### config.mk
export PLATFORM = sky130hd
export DESIGN_NAME = fifo_byte_packer
export DESIGN_NICKNAME = d
export VERILOG_FILES = /design/src/rtl/fifo_byte_packer.sv
export SDC_FILE = /design/constraint.sdc
export NUM_CORES = 1
export LEC_CHECK = 0
export CAP_MARGIN = 10
export CORE_UTILIZATION = 54
export CTS_BUF_LIST = sky130_fd_sc_hd__clkbuf_16
export DETAILED_ROUTE_END_ITERATION = 12
export GPL_TIMING_DRIVEN = 0
export PLACE_DENSITY = 0.81
export SLEW_MARGIN = 20
export SYNTH_ARGS = -nofsm -noshare
export SYNTH_HDL_FRONTEND = slang
export SYNTH_SLANG_ARGS = --single-unit
### constraint.sdc
create_clock -name rd_clk -period 2.5 [get_ports rd_clk]
set_input_delay 0.625 -clock rd_clk [delete_from_list [all_inputs] [get_ports rd_clk]]
set_output_delay 0.625 -clock rd_clk [all_outputs]
set_load 0.01 [all_outputs]
### src/rtl/fifo_byte_packer.sv
// fifo_byte_packer: read-side drain stage for the asynchronous FIFO.
// Pops bytes through rd_en/empty/d_out (data one clock after the pop) and
// packs them little-endian into 32-bit words on a valid/ready stream with a
// contiguous keep mask. Partial words leave on flush or, when the macro
// PACKER_TIMEOUT_EN is defined, after TIMEOUT_CYCLES idle cycles.
module fifo_byte_packer #(
  parameter int unsigned TIMEOUT_CYCLES = 64
) (
  input  logic        rd_clk,
  input  logic        rd_rst,
  input  logic        fifo_empty,
  input  logic [7:0]  fifo_d_out,
  output logic        fifo_rd_en,
  input  logic        flush,
  output logic [31:0] m_data,
  output logic [3:0]  m_keep,
  output logic        m_valid,
  input  logic        m_ready
);

  typedef enum logic [1:0] {
    ACC   = 2'd0,
    HOLD  = 2'd1,
    FLUSH = 2'd2
  } state_t;

  state_t      state_q, state_d;
  logic [31:0] acc_q, acc_d, acc_cur;
  logic [2:0]  acc_cnt_q, acc_cnt_d, cnt_cur;
  logic        pend_q;
  logic        slot_free, full_now, flush_req, to_hit;
  logic        load;
  logic [31:0] load_data, part_data;
  logic [3:0]  load_keep, part_keep;

  // Accumulator view including the byte landing this cycle
  always_comb begin
    acc_cur = acc_q;
    if (pend_q) begin
      acc_cur[{acc_cnt_q[1:0], 3'b000} +: 8] = fifo_d_out;
    end
  end

  assign cnt_cur   = acc_cnt_q + {2'b00, pend_q};
  assign slot_free = !m_valid || m_ready;
  assign full_now  = (cnt_cur == 3'd4);

  // A completing word that leaves this cycle frees the accumulator, so the
  // pop for the next word's first byte may overlap it (1 byte/clk).
  assign fifo_rd_en = rd_rst && !fifo_empty && (state_q == ACC) &&
                      ((cnt_cur < 3'd4) || (full_now && slot_free));

  // Partial word: bytes beyond acc_cnt forced to zero, keep contiguous from bit 0
  always_comb begin
    part_data = '0;
    for (int unsigned i = 0; i < 4; i++) begin
      if ({29'd0, acc_cnt_q} > i) begin
        part_data[i*8 +: 8] = acc_q[i*8 +: 8];
      end
    end
    case (acc_cnt_q)
      3'd0:    part_keep = 4'b0000;
      3'd1:    part_keep = 4'b0001;
      3'd2:    part_keep = 4'b0011;
      3'd3:    part_keep = 4'b0111;
      default: part_keep = 4'b1111;
    endcase
  end

`ifdef PACKER_TIMEOUT_EN
  logic [15:0] to_cnt_q;

  assign to_hit = (to_cnt_q == 16'(TIMEOUT_CYCLES));

  // Idle counter: runs in ACC with a partial word and no capture
  always_ff @(posedge rd_clk or negedge rd_rst) begin
    if (!rd_rst) begin
      to_cnt_q <= '0;
    end else if (to_hit || pend_q || (state_q != ACC) || (acc_cnt_q == 3'd0)) begin
      to_cnt_q <= '0;
    end else begin
      to_cnt_q <= to_cnt_q + 16'd1;
    end
  end
`else
  assign to_hit = 1'b0;
`endif

  assign flush_req = flush || to_hit;

  // Next-state and accumulator/output-load decisions
  always_comb begin
    state_d   = state_q;
    acc_d     = acc_cur;
    acc_cnt_d = cnt_cur;
    load      = 1'b0;
    load_data = acc_cur;
    load_keep = 4'b1111;
    case (state_q)
      ACC: begin
        if (full_now) begin
          if (slot_free) begin
            load      = 1'b1;
            acc_d     = '0;
            acc_cnt_d = 3'd0;
          end else begin
            state_d = HOLD;
          end
        end else if (flush_req && (cnt_cur != 3'd0)) begin
          // Nothing in flight and a free slot: emit now instead of passing
          // through FLUSH, giving one-cycle flush latency.
          if (!pend_q && slot_free) begin
            load      = 1'b1;
            load_data = part_data;
            load_keep = part_keep;
            acc_d     = '0;
            acc_cnt_d = 3'd0;
          end else begin
            state_d = FLUSH;
          end
        end
      end
      HOLD: begin
        if (slot_free) begin
          load      = 1'b1;
          acc_d     = '0;
          acc_cnt_d = 3'd0;
          state_d   = ACC;
        end
      end
      FLUSH: begin
        if (!pend_q && slot_free) begin
          load      = 1'b1;
          load_data = part_data;
          load_keep = part_keep;
          acc_d     = '0;
          acc_cnt_d = 3'd0;
          state_d   = ACC;
        end
      end
      default: state_d = ACC;
    endcase
  end

  // State, accumulator and in-flight flag
  always_ff @(posedge rd_clk or negedge rd_rst) begin
    if (!rd_rst) begin
      state_q   <= ACC;
      acc_q     <= '0;
      acc_cnt_q <= '0;
      pend_q    <= 1'b0;
    end else begin
      state_q   <= state_d;
      acc_q     <= acc_d;
      acc_cnt_q <= acc_cnt_d;
      pend_q    <= fifo_rd_en;
    end
  end

  // Output register: loads a word or retires it on handshake
  always_ff @(posedge rd_clk or negedge rd_rst) begin
    if (!rd_rst) begin
      m_valid <= 1'b0;
      m_data  <= '0;
      m_keep  <= '0;
    end else if (load) begin
      m_valid <= 1'b1;
      m_data  <= load_data;
      m_keep  <= load_keep;
    end else if (m_ready) begin
      m_valid <= 1'b0;
    end
  end

endmodule

==> impl_metrics.ini <==
[drt]
wire_per_inst_um = 18.4
antenna_left = 0
drt-vias-per-instance = 6.05
totalWireLength_um = 8730
num_vias = 2866
first_pass_iters = 4
drtIter0Drc = 256
drc = 0

[timing]
finClkSkew_ns = 0.00590
slew_viol_final = 0
fin_ws_ns = 0.0520
setup_viol = 0
slew-limit-headroom_pct = 55.2
worst_slew_pin_slew_ns = 0.668
hold_viol = 0
clock.fmax_ghz = 0.408
fin_tns_setup_ns = 0
rsz0062_at_grt = true
period_minus_slack_ns = 2.45
period_share_pct = 97.9

[synthesis]
synthTopCellsByArea = dfrtp_1 (53%), mux2_2 (10%), a22oi_1 (4.6%)
synth_top_cell_area_share_pct = 52.5
synth_edf_count = 0
async_reset_ff_share_pct = 100
syn_inst = 329
syn_avg_cell_area_um2 = 10.9
synthTopCellsByCount = dfrtp_1 (75), nor2_1 (39), mux2_2 (32), nand3_1 (32), o21ai_1 (30)
synthFlopType = dfrtp_1
synth.yosys.seq_area_share_pct = 52.5
syn-num-nets = 349
synth_most_common_cell = dfrtp_1
yosysWarnings = 0
synth-seq-cells = 75
syn-cell-area_um2 = 3570
synth.distinct_cells = 38
yosysTopAreaCell = dfrtp_1

[clocking]
cts_hold_buffers = 0
h-tree-depth = 3
cts_buffers = 9
cts.sinks = 75
clockRootBuffer = clkbuf_16
clk_pin_slew_ns = 0.05
clockBufferDepth = 2
clkLatencyLatePin_ns = 0.34
cts_tree = built

[placement]
dp_hpwl_um = 6000
io_buffer_count = 50
gp_congestion = 0.897
dp_slack_ns = -0.331

[layout]
fillers = 461
diodes = 0
area_growth_pct = 27.1
final-seq-area_um2 = 1880
layout-drive-gt1-share_pct = 19.1
multi_input_area_um2 = 1590
nets = 412

[setup_path]
ff2ff_path_depth = 8
timing.rr.end = m_data[22]
slowest_delay_ns = 0.40
r2r_slack_ns = 0.14
crit_path_start = acc_cnt_q[0]
r2r-start = acc_cnt_q[0]
crit_buf_inv = 1
crit_slowest_cell = dfrtp_2
arrival_ns = 1.82
critPathTopFamily = simple AND/OR/NAND/NOR gates
cp_max_fo = 4
critPathKind = flop to primary output
worstPathCellList = ha_2 > ha_4 > or2_4 > o21ai_2 > and4_1 > buf_2
cp-endpoint = fifo_rd_en
cp.depth = 6
cp.required_ns = 1.88
crit_path_end_kind = primary output
start_kind = flop

[hold_path]
hp-class = input pin to asynchronous set/reset pin

[floorplan]
fp.dieArea_um2 = 6950
io_pins = 51
die_y_um = 83.3
initial_core_util_pct = 56.0
rows = 29
die_w_um = 83.3
coreArea_um2 = 6390

[power]
p_per_area_nw_per_um2 = 992
p_leak_nw = 2.04
max-vdd-ir-drop_mv = 0.649

[global_route]
overflow = 0
grt_pass1_vias = 2836
grt_max_degree = 48
antenna_found_initial = 0
grt_util_all_layers_pct = 26.9
grt_pass1_wl_um = 14400

[job]
maxCapViolations = 0

[outcome]
outcome = completed
-- per-layer routing --
layer	routed length, um	up-vias	global-route usage, %
li1	-	1321	-
met2	4290	108	44.0
met5	0	-	0
met1	3630	1420	35.9
met3	633	17	4.67
met4	179	0	10.5
-- kinds of logic after synthesis --
group	count (synthesis)	synth area share, %
AOI/OAI and AO/OA	86	16.0
adders and majority gates	7	2.45
and+or+nand+nor	107	14.7
buffers and inverters	21	3.99
muxes	32	10.1
xor gates and xnor gates	1	0.245
DFF	75	52.5
-- flip-flops by register name, indices dropped and copies added, names as in the netlist --
name and cells:
m_keep 4, state_q 2, acc_cnt_q 3, m_valid 1, pend_q 1, acc_q 32, m_data 32
-- worst reg2reg max path: cells and delay by family, from the launching register on --
| kind | cells | cell delay (ns) |
|---|---|---|
| multiplexers | 1 | 0.27 |
| buffers and inverters | 2 | 0.42 |
| AO/OA/AOI/OAI | 3 | 0.69 |
| adder cells (fa/ha/maj) | 2 | 0.47 |
| flip-flops | 1 | 0.40 |
-- how the worst min path moves through the flow --
stage	slack (ns)	startpoint	to
5_1_grt	0.25	rd_rst	m_data[25]
4_1_cts	0.24	rd_rst	m_data[17]
3_5_place_dp	0.49	m_data[20]	m_data[20]
2_1_floorplan	0.33	rd_rst	acc_cnt_q[0]
3_3_place_gp	0.49	m_data[25]	m_data[25]
6_report	0.22	rd_rst	m_data[20]
-- cell type report --
cell class                      count  area share, %
Inverter                            4          0.330
Clock buffer                        9           4.96
Multi-Input combinational cell    233           35.0
Buffer                             17           2.84
Clock inverter                      7           1.82
Tap cell                           77           2.12
Timing Repair Buffer               52           11.6
Sequential cell                    75           41.3
-- repair_timing --
action                                  in CTS  in global routing
gates resized for setup                      9                  5
endpoints found under the hold margin        0                  0
cloned                                       0                  0
endpoints found under the setup margin      34                 19
pin swaps                                    1                  3
buffers inserted                             1                  0
-- stage by stage --
step                      util [%]  std cells  power, W  hold slack [ns]  area, um2
after floorplan                  -        329   0.00256            0.329       3570
after global routing          71.1        474   0.00472            0.253       4540
after detailed placement      65.7        457   0.00311            0.494       4200
after global placement        65.3        456   0.00306            0.489       4170
final                         71.1        474   0.00451            0.223       4540
after CTS                     70.9        474   0.00447            0.240       4530
-- placed cells by master, fill, tap and decap left out, drive strengths merged, types with 2 or more instances in the layout --
cell / n
dfrtp: 75
clkdlybuf4s50: 48
o21ai: 40
nor2: 39
nand3: 32
mux2: 32
a22oi: 22
buf: 19
nand2: 15
clkbuf: 11
a2bb2oi: 9
ha: 7
nor2b: 6
a21oi: 6
inv: 4
and2: 4
clkinv: 4
nor3: 3
nand2b: 2
bufinv: 2
nor4b: 2
-- power by group --
group          internal (W)  leakage [nW]  switching, W
clock              0.000859         0.146      0.000480
sequential          0.00135          1.02     0.0000878
combinational      0.000712         0.866       0.00102
total               0.00292          2.04       0.00158
Power figures use the tool's default switching activity.
